[config.mk]
export PLATFORM = sky130hd
export DESIGN_NAME = rx_decoder_1553
export DESIGN_NICKNAME = d
export VERILOG_FILES = /design/src/rtl/pkg_1553.sv /design/src/rtl/sync_detect_1553.sv /design/src/rtl/rx_decoder_1553.sv
export SDC_FILE = /design/constraint.sdc
export NUM_CORES = 1
export LEC_CHECK = 0
export ABC_AREA = 1
export CAP_MARGIN = 20
export CELL_PAD_IN_SITES_DETAIL_PLACEMENT = 0
export CELL_PAD_IN_SITES_GLOBAL_PLACEMENT = 1
export CORE_AREA = 8 8 103 105
export CTS_BUF_LIST = sky130_fd_sc_hd__clkbuf_8
export DETAILED_ROUTE_END_ITERATION = 8
export DIE_AREA = 0 0 111 113
export PLACE_DENSITY = 0.93
export SYNTH_ARGS = -nofsm -noshare
export SYNTH_HDL_FRONTEND = slang
export SYNTH_SLANG_ARGS = --single-unit
export TNS_END_PERCENT = 100
[constraint.sdc]
create_clock -name clk -period 5.5 [get_ports clk]
set_input_delay 1.65 -clock clk [delete_from_list [all_inputs] [get_ports clk]]
set_output_delay 1.65 -clock clk [all_outputs]
set_load 0.02 [all_outputs]
[src/rtl/pkg_1553.sv]
// rtl/pkg_1553.sv - shared constants and types for the 1553 word receiver
// Purpose: line-level encoding, decode FSM states, sync types and word length
//          shared by sync_detect_1553 and rx_decoder_1553.
// Ports:   none (package).
`timescale 1ns/1ps
package pkg_1553;

  // Line level is packed as {hi, lo}; the mapping never produces 2'b11.
  localparam logic [1:0] LVL_IDLE = 2'b00;
  localparam logic [1:0] LVL_LO   = 2'b01;
  localparam logic [1:0] LVL_HI   = 2'b10;

  localparam logic SYNC_DW  = 1'b0;
  localparam logic SYNC_CSW = 1'b1;

  // 16 data bits plus one parity bit
  localparam int WORD_BITS = 17;

  typedef enum logic [1:0] {
    ST_IDLE = 2'b00,
    ST_DATA = 2'b01,
    ST_DONE = 2'b10
  } state_e;

  function automatic logic [1:0] line_level(input logic p, input logic n);
    return {p & ~n, ~p & n};
  endfunction

endpackage

[src/rtl/sync_detect_1553.sv]
// rtl/sync_detect_1553.sv - input synchroniser, line-level history and sync pattern match
// Purpose: brings rx_p/rx_n into clk, keeps the last 3*SPB line levels and
//          flags the first cycle a command/status or data sync is seen.
// Ports:   clk, rst_n       - clock, async active-low reset
//          rx_p, rx_n       - asynchronous transceiver outputs
//          lvl              - newest synchronised line level ({hi, lo})
//          sync_csw/sync_dw - one-cycle pulse on the first cycle of a sync match
`timescale 1ns/1ps
module sync_detect_1553
  import pkg_1553::*;
#(
  parameter int SPB      = 8,
  parameter int SYNC_TOL = 1
) (
  input  logic       clk,
  input  logic       rst_n,
  input  logic       rx_p,
  input  logic       rx_n,
  output logic [1:0] lvl,
  output logic       sync_csw,
  output logic       sync_dw
);

  localparam int SR_LEN = 3 * SPB;
  localparam int HALF   = SR_LEN / 2;

  logic              p_meta_q, p_meta_d, p_sync_q, p_sync_d;
  logic              n_meta_q, n_meta_d, n_sync_q, n_sync_d;
  logic [SR_LEN-1:0] hi_sr_q, hi_sr_d, lo_sr_q, lo_sr_d;
  logic              csw_prev_q, csw_prev_d, dw_prev_q, dw_prev_d;
  logic [1:0]        lvl_now;
  logic              csw_match, dw_match;

  // Bit 0 of the history is the newest sample; the older half (indices
  // HALF..SR_LEN-1) is the first half of the sync. Samples within SYNC_TOL
  // of the sync's start, middle and end are don't-care.
  always_comb begin
    p_meta_d  = rx_p;
    p_sync_d  = p_meta_q;
    n_meta_d  = rx_n;
    n_sync_d  = n_meta_q;
    lvl_now   = line_level(p_sync_q, n_sync_q);
    hi_sr_d   = {hi_sr_q[SR_LEN-2:0], lvl_now[1]};
    lo_sr_d   = {lo_sr_q[SR_LEN-2:0], lvl_now[0]};
    csw_match = 1'b1;
    dw_match  = 1'b1;
    for (int i = 0; i < SR_LEN; i++) begin
      if (i >= SYNC_TOL && i < SR_LEN - SYNC_TOL &&
          (i < HALF - SYNC_TOL || i >= HALF + SYNC_TOL)) begin
        if (i >= HALF) begin
          csw_match = csw_match & hi_sr_q[i];
          dw_match  = dw_match & lo_sr_q[i];
        end else begin
          csw_match = csw_match & lo_sr_q[i];
          dw_match  = dw_match & hi_sr_q[i];
        end
      end
    end
    csw_prev_d = csw_match;
    dw_prev_d  = dw_match;
  end

  // A clean sync matches for several consecutive cycles; report only the first.
  assign sync_csw = csw_match & ~csw_prev_q;
  assign sync_dw  = dw_match & ~dw_prev_q;
  assign lvl      = {hi_sr_q[0], lo_sr_q[0]};

  always_ff @(posedge clk or negedge rst_n) begin
    if (!rst_n) begin
      p_meta_q   <= 1'b0;
      p_sync_q   <= 1'b0;
      n_meta_q   <= 1'b0;
      n_sync_q   <= 1'b0;
      hi_sr_q    <= '0;
      lo_sr_q    <= '0;
      csw_prev_q <= 1'b0;
      dw_prev_q  <= 1'b0;
    end else begin
      p_meta_q   <= p_meta_d;
      p_sync_q   <= p_sync_d;
      n_meta_q   <= n_meta_d;
      n_sync_q   <= n_sync_d;
      hi_sr_q    <= hi_sr_d;
      lo_sr_q    <= lo_sr_d;
      csw_prev_q <= csw_prev_d;
      dw_prev_q  <= dw_prev_d;
    end
  end

endmodule

[src/rtl/rx_decoder_1553.sv]
// rtl/rx_decoder_1553.sv - MIL-STD-1553 Manchester-II word receiver, one channel
// Purpose: after a sync, samples each half of 17 bit times, decodes data and
//          odd parity, and presents one word per word time.
// Ports:   clk, rst_n          - sample clock (SPB MHz), async active-low reset
//          rx_p, rx_n          - asynchronous transceiver outputs
//          rx_dword            - decoded word, MSB first received
//          rx_csw / rx_dw      - sync type of the last good word
//          rx_dval             - one-cycle pulse, word outputs valid
//          rx_perr             - odd-parity failure, qualified by rx_dval
//          rx_merr             - one-cycle pulse, Manchester/idle error
//          rx_busy             - word reception in progress
`timescale 1ns/1ps
module rx_decoder_1553
  import pkg_1553::*;
#(
  parameter int SPB      = 8,
  parameter int SYNC_TOL = 1
) (
  input  logic        clk,
  input  logic        rst_n,
  input  logic        rx_p,
  input  logic        rx_n,
  output logic [15:0] rx_dword,
  output logic        rx_csw,
  output logic        rx_dw,
  output logic        rx_dval,
  output logic        rx_perr,
  output logic        rx_merr,
  output logic        rx_busy
);

  localparam int               CNT_W     = $clog2(WORD_BITS * SPB);
  localparam logic [CNT_W-1:0] CNT_LAST  = CNT_W'(WORD_BITS * SPB - 1);
  localparam int               PH_FIRST  = SPB / 4;
  localparam int               PH_SECOND = SPB / 2 + SPB / 4;

  logic [1:0] lvl;
  logic       sync_csw, sync_dw;

  sync_detect_1553 #(
    .SPB      (SPB),
    .SYNC_TOL (SYNC_TOL)
  ) u_sync (
    .clk      (clk),
    .rst_n    (rst_n),
    .rx_p     (rx_p),
    .rx_n     (rx_n),
    .lvl      (lvl),
    .sync_csw (sync_csw),
    .sync_dw  (sync_dw)
  );

  state_e           state_q, state_d;
  logic [CNT_W-1:0] cnt_q, cnt_d;
  logic             first_q, first_d;   // first half of current bit was HI
  logic [15:0]      data_q, data_d;
  logic             par_q, par_d;
  logic             type_q, type_d;
  logic [15:0]      dword_q, dword_d;
  logic             csw_q, csw_d, dw_q, dw_d, perr_q, perr_d;
  logic             dval_q, dval_d, merr_q, merr_d, busy_q, busy_d;
  int               bit_idx, phase;
  logic             bad;

  always_comb begin
    state_d = state_q;
    cnt_d   = cnt_q;
    first_d = first_q;
    data_d  = data_q;
    par_d   = par_q;
    type_d  = type_q;
    dword_d = dword_q;
    csw_d   = csw_q;
    dw_d    = dw_q;
    perr_d  = perr_q;
    dval_d  = 1'b0;
    merr_d  = 1'b0;
    busy_d  = busy_q;
    bit_idx = int'(cnt_q) / SPB;
    phase   = int'(cnt_q) % SPB;
    bad     = 1'b0;
    case (state_q)
      ST_IDLE: begin
        if (sync_csw || sync_dw) begin
          type_d  = sync_csw ? SYNC_CSW : SYNC_DW;
          cnt_d   = '0;
          busy_d  = 1'b1;
          state_d = ST_DATA;
        end
      end
      ST_DATA: begin
        cnt_d = cnt_q + 1'b1;
        if (phase == PH_FIRST) begin
          if (lvl == LVL_IDLE) bad = 1'b1;
          else                 first_d = (lvl == LVL_HI);
        end else if (phase == PH_SECOND) begin
          if (lvl == LVL_IDLE || (lvl == LVL_HI) == first_q) bad = 1'b1;
          else if (bit_idx < WORD_BITS - 1) data_d = {data_q[14:0], first_q};
          else par_d = first_q;
        end
        if (bad) begin
          merr_d  = 1'b1;
          busy_d  = 1'b0;
          state_d = ST_IDLE;
        end else if (cnt_q == CNT_LAST) begin
          // Use the _d values: for small SPB the parity sample lands on the last count.
          dword_d = data_d;
          csw_d   = (type_q == SYNC_CSW);
          dw_d    = (type_q == SYNC_DW);
          perr_d  = ~(^{data_d, par_d});
          dval_d  = 1'b1;
          state_d = ST_DONE;
        end
      end
      ST_DONE: begin
        busy_d  = 1'b0;
        state_d = ST_IDLE;
      end
      default: state_d = ST_IDLE;
    endcase
  end

  always_ff @(posedge clk or negedge rst_n) begin
    if (!rst_n) begin
      state_q <= ST_IDLE;
      cnt_q   <= '0;
      first_q <= 1'b0;
      data_q  <= '0;
      par_q   <= 1'b0;
      type_q  <= 1'b0;
      dword_q <= '0;
      csw_q   <= 1'b0;
      dw_q    <= 1'b0;
      perr_q  <= 1'b0;
      dval_q  <= 1'b0;
      merr_q  <= 1'b0;
      busy_q  <= 1'b0;
    end else begin
      state_q <= state_d;
      cnt_q   <= cnt_d;
      first_q <= first_d;
      data_q  <= data_d;
      par_q   <= par_d;
      type_q  <= type_d;
      dword_q <= dword_d;
      csw_q   <= csw_d;
      dw_q    <= dw_d;
      perr_q  <= perr_d;
      dval_q  <= dval_d;
      merr_q  <= merr_d;
      busy_q  <= busy_d;
    end
  end

  assign rx_dword = dword_q;
  assign rx_csw   = csw_q;
  assign rx_dw    = dw_q;
  assign rx_dval  = dval_q;
  assign rx_perr  = perr_q;
  assign rx_merr  = merr_q;
  assign rx_busy  = busy_q;

endmodule

==> results of run 1 <==
power by group:
| group | leakage [nW] | switching (mW) | internal [mW] |
|---|---|---|---|
| Clock | 0.105 | 0.291 | 0.183 |
| Combinational | 0.915 | 0.0181 | 0.00325 |
| Sequential | 1.38 | 0.00991 | 0.775 |
| Total | 2.40 | 0.319 | 0.962 |
registers in the layout, summed over array words and instances, names as in the netlist, 2 cells and up:
| signal | flops |
|---|---|
| u_sync.lo_sr_q | 23 |
| state_q | 2 |
| rx_dword | 16 |
| cnt_q | 8 |
| data_q | 16 |
| u_sync.hi_sr_q | 23 |
Yosys cell counts (all sizes together):
cell / number
nor4: 1
nand4: 13
clkbuf: 7
nand3b: 1
nor3: 5
buf: 8
inv: 46
dfrtp: 103
xor2: 5
o22ai: 2
nor4b: 1
a32oi: 1
a21oi: 3
clkinv: 1
nand3: 34
o21ai: 45
nand2: 206
nor3b: 1
or2: 1
nor2: 23
ha: 5
kinds of logic (layout without fill, tap and decap cells):
family,after synthesis,in the layout,share of synthesized area
AND/OR/NAND/NOR,286,286,0.272
AO/OA/AOI/OAI,51,51,0.0608
adder cells (fa/ha/maj),5,5,0.0141
flip-flops,103,103,0.583
buffers and inverters,62,90,0.0605
XOR/XNOR,5,5,0.00990
cell type report:
type | instances | area share
flip-flops and latches | 103 | 0.521
clock inverters | 7 | 0.0175
well taps | 111 | 0.0281
clock buffers | 9 | 0.0251
multi-input cells | 347 | 0.319
inverters | 47 | 0.0357
repair buffers | 27 | 0.0531
worst max path at each step:
stage / from / to / slack, ps / cells past startpoint
floorplan: rx_busy$_DFFE_PN0P_ / rx_busy / 3430 / 0
global placement: first_q$_DFFE_PN0P_ / rx_dword[11]$_DFFE_PN0P_ / 2620 / 9
detailed placement: first_q$_DFFE_PN0P_ / rx_dword[11]$_DFFE_PN0P_ / 2580 / 9
CTS: rx_perr$_DFFE_PN0P_ / rx_perr / 2430 / 1
global route: first_q$_DFFE_PN0P_ / rx_dword[11]$_DFFE_PN0P_ / 2250 / 9
finish: rx_perr$_DFFE_PN0P_ / rx_perr / 2470 / 1
routing by layer:
metal  part of all wire  wire [µm]
met5                  0          0
met4              0.010         84
met3              0.034        289
met2               0.48       4070
met1               0.47       3970
per-stage QoR:
stage	std cells	power [mW]
after floorplan	512	0.802
after global placement	635	0.821
after detailed placement	635	0.823
after CTS	651	1.30
after global routing	651	1.34
final	651	1.28
layout by cell type (no fill, tap or decap), types with 2 or more instances in the layout:
cell type,Yosys,layout
sky130_fd_sc_hd__inv_1,46,46
sky130_fd_sc_hd__clkbuf_8,0,9
sky130_fd_sc_hd__o21ai_0,41,41
sky130_fd_sc_hd__ha_1,5,5
sky130_fd_sc_hd__nor3_1,5,5
sky130_fd_sc_hd__dfrtp_1,103,103
sky130_fd_sc_hd__inv_6,0,2
sky130_fd_sc_hd__o21ai_2,2,2
sky130_fd_sc_hd__nand2_1,204,204
sky130_fd_sc_hd__clkdlybuf4s50_1,0,24
sky130_fd_sc_hd__nor2_1,22,22
sky130_fd_sc_hd__xor2_1,5,5
sky130_fd_sc_hd__o21ai_1,2,2
sky130_fd_sc_hd__o22ai_1,2,2
sky130_fd_sc_hd__nand3_1,34,34
sky130_fd_sc_hd__clkinv_8,0,3
sky130_fd_sc_hd__a21oi_1,3,3
sky130_fd_sc_hd__nand4_1,13,13
sky130_fd_sc_hd__buf_4,5,3
==> impl_results.html, run 1 <==
<table>
<tr><th>Metric</th><th>Value</th></tr>
<tr><th colspan="2">Run status</th></tr>
<tr><td>Run status</td><td>finished clean</td></tr>
<tr><th colspan="2">Placement</th></tr>
<tr><td>Half-perimeter wire length of the detailed placement result</td><td>5770 µm</td></tr>
<tr><td>Global placement routability congestion</td><td>0.819</td></tr>
<tr><td>Cell area reported after detailed placement</td><td>0.00473 mm²</td></tr>
<tr><td>Number of buffers added on ports</td><td>25</td></tr>
<tr><td>Pre-CTS setup slack</td><td>2580 ps</td></tr>
<tr><th colspan="2">Worst hold path</th></tr>
<tr><td>Path category of the worst min-delay check</td><td>reg2reg</td></tr>
<tr><td>Worst min-delay path startpoint</td><td>u_sync.hi_sr_q[11]$_DFF_PN0_</td></tr>
<tr><td>Count of cells along the worst hold path</td><td>0</td></tr>
<tr><td>Hold Path Sink</td><td>u_sync.hi_sr_q[12]$_DFF_PN0_</td></tr>
<tr><th colspan="2">Cells and area</th></tr>
<tr><td>Net count, final</td><td>544</td></tr>
<tr><td># diodes</td><td>0</td></tr>
<tr><td>Area of the multi-input gates</td><td>0.00158 mm²</td></tr>
<tr><td>Fraction of layout cells with a size suffix above 1</td><td>0.0481</td></tr>
<tr><td>Fin util</td><td>0.551</td></tr>
<tr><td>Number of inserted filler cells in the final layout</td><td>785</td></tr>
<tr><td>Sequential cell area in the final layout</td><td>0.00258 mm²</td></tr>
<tr><td>Area growth from synthesis to layout</td><td>11.8%</td></tr>
<tr><td>Final instance area</td><td>0.00494 mm²</td></tr>
<tr><th colspan="2">Detailed routing</th></tr>
<tr><td>DRC Markers</td><td>0</td></tr>
<tr><td>Drt wl/cell</td><td>12.9 µm</td></tr>
<tr><td>Overall routed net length</td><td>8410 µm</td></tr>
<tr><td>Violation count after the first detailed-routing iteration</td><td>191</td></tr>
<tr><td>Drt via density</td><td>5.05</td></tr>
<tr><td>Detailed-routing iteration count for the pre-antenna-repair pass</td><td>5</td></tr>
<tr><td>Antenna Nets Post-Route</td><td>0</td></tr>
<tr><td>Total number of vias</td><td>3287</td></tr>
<tr><th colspan="2">Logic synthesis</th></tr>
<tr><td>Proportion of synthesized chip area in sequential cells</td><td>0.583</td></tr>
<tr><td>Average size of a mapped cell</td><td>8.64 µm²</td></tr>
<tr><td>Synth Instances</td><td>512</td></tr>
<tr><td>Post-Synthesis Net Count</td><td>521</td></tr>
<tr><td>Cells taking the most area after synthesis</td><td>sky130_fd_sc_hd__dfrtp_1 (58%), sky130_fd_sc_hd__nand2_1 (17%), sky130_fd_sc_hd__o21ai_0 (4.6%), sky130_fd_sc_hd__inv_1 (3.9%), sky130_fd_sc_hd__nand3_1 (3.8%)</td></tr>
<tr><td>Number of distinct library cell variants in the gate-level netlist after synthesis</td><td>28</td></tr>
<tr><td>Synth top area share</td><td>0.583</td></tr>
<tr><td>Synth warnings</td><td>0</td></tr>
<tr><td>Top cell type by total area after synthesis</td><td>sky130_fd_sc_hd__dfrtp_1</td></tr>
<tr><td>Total standard cell area after synthesis</td><td>0.00442 mm²</td></tr>
<tr><td>Post-synthesis register bit count</td><td>103</td></tr>
<tr><th colspan="2">Global route</th></tr>
<tr><td>Number of antenna violations at the first check in global routing</td><td>0</td></tr>
<tr><td>Largest net degree at the start of global routing</td><td>71</td></tr>
<tr><td>Number of global-route vias before repair</td><td>3141</td></tr>
<tr><td>Met3 Usage GRT</td><td>0.0423</td></tr>
<tr><td>Met1 track demand over resource</td><td>0.169</td></tr>
<tr><td>Met2 Usage GRT</td><td>0.234</td></tr>
<tr><td>Overall overflow remaining after global route</td><td>0</td></tr>
<tr><td>Busiest layer in global routing</td><td>met2</td></tr>
<tr><td>Global Route Usage Sum</td><td>0.139</td></tr>
<tr><td>Wire length of the first global-routing pass</td><td>14500 µm</td></tr>
<tr><th colspan="2">CTS</th></tr>
<tr><td>Buffer depth of the longest clock path</td><td>2</td></tr>
<tr><td>Post-CTS setup repair buffer count</td><td>0</td></tr>
<tr><td>Clock transition at the registers of the reported paths</td><td>110 ps</td></tr>
<tr><td>Clock tree from TritonCTS</td><td>yes</td></tr>
<tr><td>Cell chosen for the clock root</td><td>sky130_fd_sc_hd__clkbuf_8</td></tr>
<tr><td>CTS resizes</td><td>0</td></tr>
<tr><td>Num CTS Buffers</td><td>9</td></tr>
<tr><td>H-tree depth</td><td>3</td></tr>
<tr><td>Clk_lat worst skew</td><td>370 ps</td></tr>
<tr><td>Hold_buf cts</td><td>0</td></tr>
<tr><td>Clock sink total</td><td>103</td></tr>
<tr><th colspan="2">Setup path</th></tr>
<tr><td>Crit path kind</td><td>reg2out</td></tr>
<tr><td>Depth of the worst register-to-register path</td><td>9</td></tr>
<tr><td>Worst path top cell family by delay</td><td>buffers and inverters</td></tr>
<tr><td>Max FO, Critical Path</td><td>2</td></tr>
<tr><td>Startpoint class of the critical path</td><td>register</td></tr>
<tr><td>Critical Path Slowest Stage Cell</td><td>sky130_fd_sc_hd__clkdlybuf4s50_1</td></tr>
<tr><td>Biggest cell delay along the critical path</td><td>620 ps</td></tr>
<tr><td>CP Cell Sequence</td><td>clkdlybuf4s50_1</td></tr>
<tr><td>Critical Path Sink Type</td><td>output pin</td></tr>
<tr><td>Crit Reg-Reg Startpoint</td><td>first_q$_DFFE_PN0P_</td></tr>
<tr><td>RR Endpoint</td><td>rx_dword[11]$_DFFE_PN0P_</td></tr>
<tr><td>Register-to-Register Setup Slack</td><td>2590 ps</td></tr>
<tr><td>Number of buffer and inverter stages on the critical path</td><td>1</td></tr>
<tr><td>Worst endpoint data arrival time</td><td>1380 ps</td></tr>
<tr><td>Req. time, crit path</td><td>3850 ps</td></tr>
<tr><th colspan="2">Floorplan</th></tr>
<tr><td>Die X-Extent</td><td>111 µm</td></tr>
<tr><td>Die Footprint</td><td>0.0125 mm²</td></tr>
<tr><td>Core footprint</td><td>0.00898 mm²</td></tr>
<tr><td>DIE HEIGHT</td><td>113 µm</td></tr>
<tr><td>Initial standard-cell utilization of the core</td><td>0.493</td></tr>
<tr><td>Cell row count</td><td>35</td></tr>
<tr><td>Top-Level Pins</td><td>26</td></tr>
<tr><th colspan="2">Power</th></tr>
<tr><td>Peak supply drop</td><td>0.115 mV</td></tr>
<tr><td>Reported leakage power</td><td>2.40 nW</td></tr>
<tr><td>P per Cell Area</td><td>259 mW/mm²</td></tr>
<tr><th colspan="2">Run</th></tr>
<tr><td>Number of max-cap violations</td><td>0</td></tr>
<tr><th colspan="2">STA</th></tr>
<tr><td>Hold_ws</td><td>348 ps</td></tr>
<tr><td>Final setup TNS</td><td>0 ps</td></tr>
<tr><td>Post-Route Skew</td><td>15.9 ps</td></tr>
<tr><td>Slew HR</td><td>0.353</td></tr>
<tr><td>Portion of the clock cycle consumed by the worst path in the final layout</td><td>0.550</td></tr>
<tr><td>Achievable clock frequency</td><td>0.330 GHz</td></tr>
<tr><td>Worst Max-Slew Pin Slew</td><td>968 ps</td></tr>
<tr><td>Final hold violation count</td><td>0</td></tr>
<tr><td>Unrepaired setup endpoints after global routing</td><td>false</td></tr>
<tr><td>Final number of setup-violating endpoints</td><td>0</td></tr>
<tr><td>Max Transition Viols Final</td><td>0</td></tr>
<tr><td>Final critical delay including setup and external delays</td><td>3030 ps</td></tr>
<tr><td>Minimum setup slack in the final design</td><td>2470 ps</td></tr>
</table>
No activity file was read; power rests on OpenSTA's default activity.
==> run 2: changes to the inputs <==
--- a/config.mk
+++ b/config.mk
@@ -9,11 +9,11 @@
 export CAP_MARGIN = 20
 export CELL_PAD_IN_SITES_DETAIL_PLACEMENT = 0
 export CELL_PAD_IN_SITES_GLOBAL_PLACEMENT = 1
-export CORE_AREA = 8 8 103 105
+export CORE_AREA = 8 8 112 114
 export CTS_BUF_LIST = sky130_fd_sc_hd__clkbuf_8
 export DETAILED_ROUTE_END_ITERATION = 8
-export DIE_AREA = 0 0 111 113
-export PLACE_DENSITY = 0.93
+export DIE_AREA = 0 0 120 122
+export PLACE_DENSITY = 0.83
 export SYNTH_ARGS = -nofsm -noshare
 export SYNTH_HDL_FRONTEND = slang
 export SYNTH_SLANG_ARGS = --single-unit
==> constraint.sdc (replaced) <==
create_clock -name clk -period 2.7 [get_ports clk]
set_input_delay 0.81 -clock clk [delete_from_list [all_inputs] [get_ports clk]]
set_output_delay 0.81 -clock clk [all_outputs]
set_load 0.02 [all_outputs]
==> impl_results.html, run 2 (same netlist as run 1, synthesis figures left out) <==
<table>
<tr><th>Metric</th><th>Value</th></tr>
<tr><th colspan="2">Run status</th></tr>
<tr><td>Run status</td><td>finished clean</td></tr>
<tr><th colspan="2">CTS</th></tr>
<tr><td>Clock tree from TritonCTS</td><td>yes</td></tr>
<tr><td>H-tree depth</td><td>3 (unchanged)</td></tr>
<tr><td>Buffer depth of the longest clock path</td><td>2 (unchanged)</td></tr>
<tr><td>Post-CTS setup repair buffer count</td><td>0 (unchanged)</td></tr>
<tr><td>Clock sink total</td><td>103 (unchanged)</td></tr>
<tr><td>Clock transition at the registers of the reported paths</td><td>110 ps (about the same)</td></tr>
<tr><td>Hold_buf cts</td><td>0 (unchanged)</td></tr>
<tr><td>Num CTS Buffers</td><td>9 (unchanged)</td></tr>
<tr><td>Clk_lat worst skew</td><td>370 ps (about the same)</td></tr>
<tr><td>Cell chosen for the clock root</td><td>sky130_fd_sc_hd__clkbuf_8</td></tr>
<tr><th colspan="2">Power</th></tr>
<tr><td>Net switching fraction of the power</td><td>0.248 (-0.00137)</td></tr>
<tr><td>Peak supply drop</td><td>0.263 mV (+130%)</td></tr>
<tr><td>Combinational power share</td><td>0.019 (+0.002)</td></tr>
<tr><td>Power Internal</td><td>1.96 mW (+100%)</td></tr>
<tr><td>Reported leakage power</td><td>2.41 nW (+0.44%)</td></tr>
<tr><td>Switching power total</td><td>644 µW (+100%)</td></tr>
<tr><td>Part of the total power dissipated in sequential elements</td><td>0.615 (+0.002)</td></tr>
<tr><td>P per Cell Area</td><td>517 mW/mm² (+100%)</td></tr>
<tr><td>Relative contribution of the clock network to total power</td><td>0.366 (-0.004)</td></tr>
<tr><th colspan="2">STA</th></tr>
<tr><td>Minimum setup slack in the final design</td><td>291 ps (-2180 ps)</td></tr>
<tr><td>Portion of the clock cycle consumed by the worst path in the final layout</td><td>0.892</td></tr>
<tr><td>Final hold violation count</td><td>0 (unchanged)</td></tr>
<tr><td>Achievable clock frequency</td><td>0.415 GHz</td></tr>
<tr><td>Slew HR</td><td>0.582 (+0.229)</td></tr>
<tr><td>Final critical delay including setup and external delays</td><td>2410 ps</td></tr>
<tr><td>Unrepaired setup endpoints after global routing</td><td>false</td></tr>
<tr><td>Worst Max-Slew Pin Slew</td><td>627 ps (-340 ps)</td></tr>
<tr><td>Max Transition Viols Final</td><td>0 (unchanged)</td></tr>
<tr><td>Final setup TNS</td><td>0 ps (unchanged)</td></tr>
<tr><td>Post-Route Skew</td><td>10.2 ps (-5.67 ps)</td></tr>
<tr><td>Final number of setup-violating endpoints</td><td>0 (unchanged)</td></tr>
<tr><th colspan="2">Setup path</th></tr>
<tr><td>Worst path top cell family by delay</td><td>simple AND/OR/NAND/NOR gates</td></tr>
<tr><td>Critical Path Sink Type</td><td>register</td></tr>
<tr><td>Biggest cell delay along the critical path</td><td>400 ps (-220 ps)</td></tr>
<tr><td>Depth of the worst register-to-register path</td><td>18 (+9)</td></tr>
<tr><td>Req. time, crit path</td><td>2980 ps (-870 ps)</td></tr>
<tr><td>Register-to-Register Setup Slack</td><td>290 ps (-2300 ps)</td></tr>
<tr><td>Number of buffer and inverter stages on the critical path</td><td>3 (+2)</td></tr>
<tr><td>Crit path kind</td><td>reg2reg</td></tr>
<tr><td>Startpoint class of the critical path</td><td>register</td></tr>
<tr><td>Worst endpoint data arrival time</td><td>2690 ps (+1310 ps)</td></tr>
<tr><td>CP Cell Sequence</td><td>inv_1, ha_1, nand2_2, nor2_8, buf_4, nand3_1, nand2_1, nand2_1, nand2_1, inv_1, nand2_1, nand2_1, nand2_1, nand2_1, nand2_1, nand3_1, nand3_1, nand2_1</td></tr>
<tr><td>Most frequent cell on the critical path</td><td>sky130_fd_sc_hd__nand2_1</td></tr>
<tr><td>Cell depth of the worst setup path</td><td>18 (+17)</td></tr>
<tr><td>Max FO, Critical Path</td><td>15 (+13)</td></tr>
<tr><td>Critical Path Slowest Stage Cell</td><td>sky130_fd_sc_hd__dfrtp_1</td></tr>
<tr><th colspan="2">Cells and area</th></tr>
<tr><td>Number of inserted filler cells in the final layout</td><td>1008 (+28%)</td></tr>
<tr><td>Net count, final</td><td>549 (+0.92%)</td></tr>
<tr><td># diodes</td><td>0 (unchanged)</td></tr>
<tr><td>Commonest cells after routing, fill and taps aside</td><td>sky130_fd_sc_hd__nand2_1 (203), sky130_fd_sc_hd__dfrtp_1 (103), sky130_fd_sc_hd__inv_1 (46), sky130_fd_sc_hd__o21ai_0 (41), sky130_fd_sc_hd__nand3_1 (34)</td></tr>
<tr><td>Fraction of layout cells with a size suffix above 1</td><td>0.0587 (+0.0106)</td></tr>
<tr><td>Sequential cell area in the final layout</td><td>0.00258 mm² (unchanged)</td></tr>
<tr><td>Area of the multi-input gates</td><td>0.00159 mm² (+0.71%)</td></tr>
<tr><td>Most common cell after layout, fill and taps aside</td><td>sky130_fd_sc_hd__nand2_1</td></tr>
<tr><td>Regs by FF count</td><td>u_sync.hi_sr_q x23, u_sync.lo_sr_q x23</td></tr>
<tr><td>Area growth from synthesis to layout</td><td>13.7%</td></tr>
<tr><th colspan="2">Detailed routing</th></tr>
<tr><td>Drt via density</td><td>4.84 (-4.2%)</td></tr>
<tr><td>Total number of vias</td><td>3313 (+0.79%)</td></tr>
<tr><td>Violation count after the first detailed-routing iteration</td><td>168 (-12%)</td></tr>
<tr><td>DRC Markers</td><td>0 (unchanged)</td></tr>
<tr><td>Overall routed net length</td><td>8640 µm (+2.8%)</td></tr>
<tr><td>Drt wl/cell</td><td>12.6 µm (-2.3%)</td></tr>
<tr><td>Detailed-routing iteration count for the pre-antenna-repair pass</td><td>5 (unchanged)</td></tr>
<tr><td>Antenna Nets Post-Route</td><td>0 (unchanged)</td></tr>
<tr><th colspan="2">Global route</th></tr>
<tr><td>Wire length of the first global-routing pass</td><td>15100 µm (+4.4%)</td></tr>
<tr><td>Overall overflow remaining after global route</td><td>0 (unchanged)</td></tr>
<tr><td>Number of antenna violations at the first check in global routing</td><td>0 (unchanged)</td></tr>
<tr><td>Largest net degree at the start of global routing</td><td>47 (-34%)</td></tr>
<tr><td>Global Route Usage Sum</td><td>0.128 (-0.0118)</td></tr>
<tr><td>Number of global-route vias before repair</td><td>3191 (+1.6%)</td></tr>
<tr><th colspan="2">Run</th></tr>
<tr><td>Number of max-cap violations</td><td>0 (unchanged)</td></tr>
<tr><th colspan="2">Floorplan</th></tr>
<tr><td>Core footprint</td><td>0.0107 mm² (+19%)</td></tr>
<tr><td>Top-Level Pins</td><td>26 (unchanged)</td></tr>
<tr><td>Cell row count</td><td>38 (+8.6%)</td></tr>
<tr><td>Initial standard-cell utilization of the core</td><td>0.414 (-0.0793)</td></tr>
<tr><td>Die Footprint</td><td>0.0146 mm² (+17%)</td></tr>
<tr><td>DIE HEIGHT</td><td>122 µm (+8.0%)</td></tr>
<tr><td>Die X-Extent</td><td>120 µm (+8.1%)</td></tr>
<tr><th colspan="2">Placement</th></tr>
<tr><td>Number of buffers added on ports</td><td>25 (unchanged)</td></tr>
<tr><td>Half-perimeter wire length of the detailed placement result</td><td>5980 µm (+3.7%)</td></tr>
<tr><td>Pre-CTS setup slack</td><td>334 ps (-2250 ps)</td></tr>
<tr><td>Global placement routability congestion</td><td>0.834 (+1.8%)</td></tr>
<tr><th colspan="2">Worst hold path</th></tr>
<tr><td>Path category of the worst min-delay check</td><td>reg2reg</td></tr>
<tr><td>Count of cells along the worst hold path</td><td>0 (unchanged)</td></tr>
</table>
## run 2: repair_timing
item / in CTS / in global routing
endpoints found under the setup margin: 0 / 1
endpoints found under the hold margin: 0 / 0
resized for setup: 0 / 2
## run 2: power by group through the flow
stage	combinational (mW)	sequential (mW)	clock, mW
detailed placement	0.0528	1.63	0
finish	0.0502	1.60	0.952
global route	0.0596	1.60	1.05
floorplan	0.0113	1.62	0
CTS	0.0528	1.60	0.991
global placement	0.0511	1.63	0
## run 2: path summary, 6_finish.rpt
kind | to | start
setup reg to reg | rx_perr$_DFFE_PN0P_ | cnt_q[0]$_DFFE_PN0P_
hold / removal | u_sync.hi_sr_q[12]$_DFF_PN0_ | u_sync.hi_sr_q[11]$_DFF_PN0_
hold reg to reg | u_sync.hi_sr_q[12]$_DFF_PN0_ | u_sync.hi_sr_q[11]$_DFF_PN0_
min in group asynchronous | cnt_q[1]$_DFFE_PN0P_ | rst_n
setup / recovery | rx_perr$_DFFE_PN0P_ | cnt_q[0]$_DFFE_PN0P_
max in group asynchronous | u_sync.lo_sr_q[16]$_DFF_PN0_ | rst_n
## run 2: area by class of cell
cell class / count / share of cell area
clock inverter: 7 / 0.0149
multi-input combinational: 347 / 0.316
tap: 140 / 0.0348
inverter: 47 / 0.0351
timing repair buffer: 32 / 0.0622
sequential: 103 / 0.512
clock buffer: 9 / 0.0246
## run 2: per-layer routing
layer,GRT usage,share of wire
met3,0.0310,0.035
met4,0.0515,0.014
met1,0.167,0.49
met5,0,0
met2,0.201,0.46
## run 2: through the flow
step,utilization,cells,hold WS [ps],cell area [µm²],power [mW]
6_report,0.470,685,357,5030,2.60
2_1_floorplan,-,512,331,4420,1.63
3_5_place_dp,0.451,669,336,4820,1.68
3_3_place_gp,0.451,669,331,4820,1.68
4_1_cts,0.469,685,357,5020,2.64
5_1_grt,0.470,685,367,5030,2.72
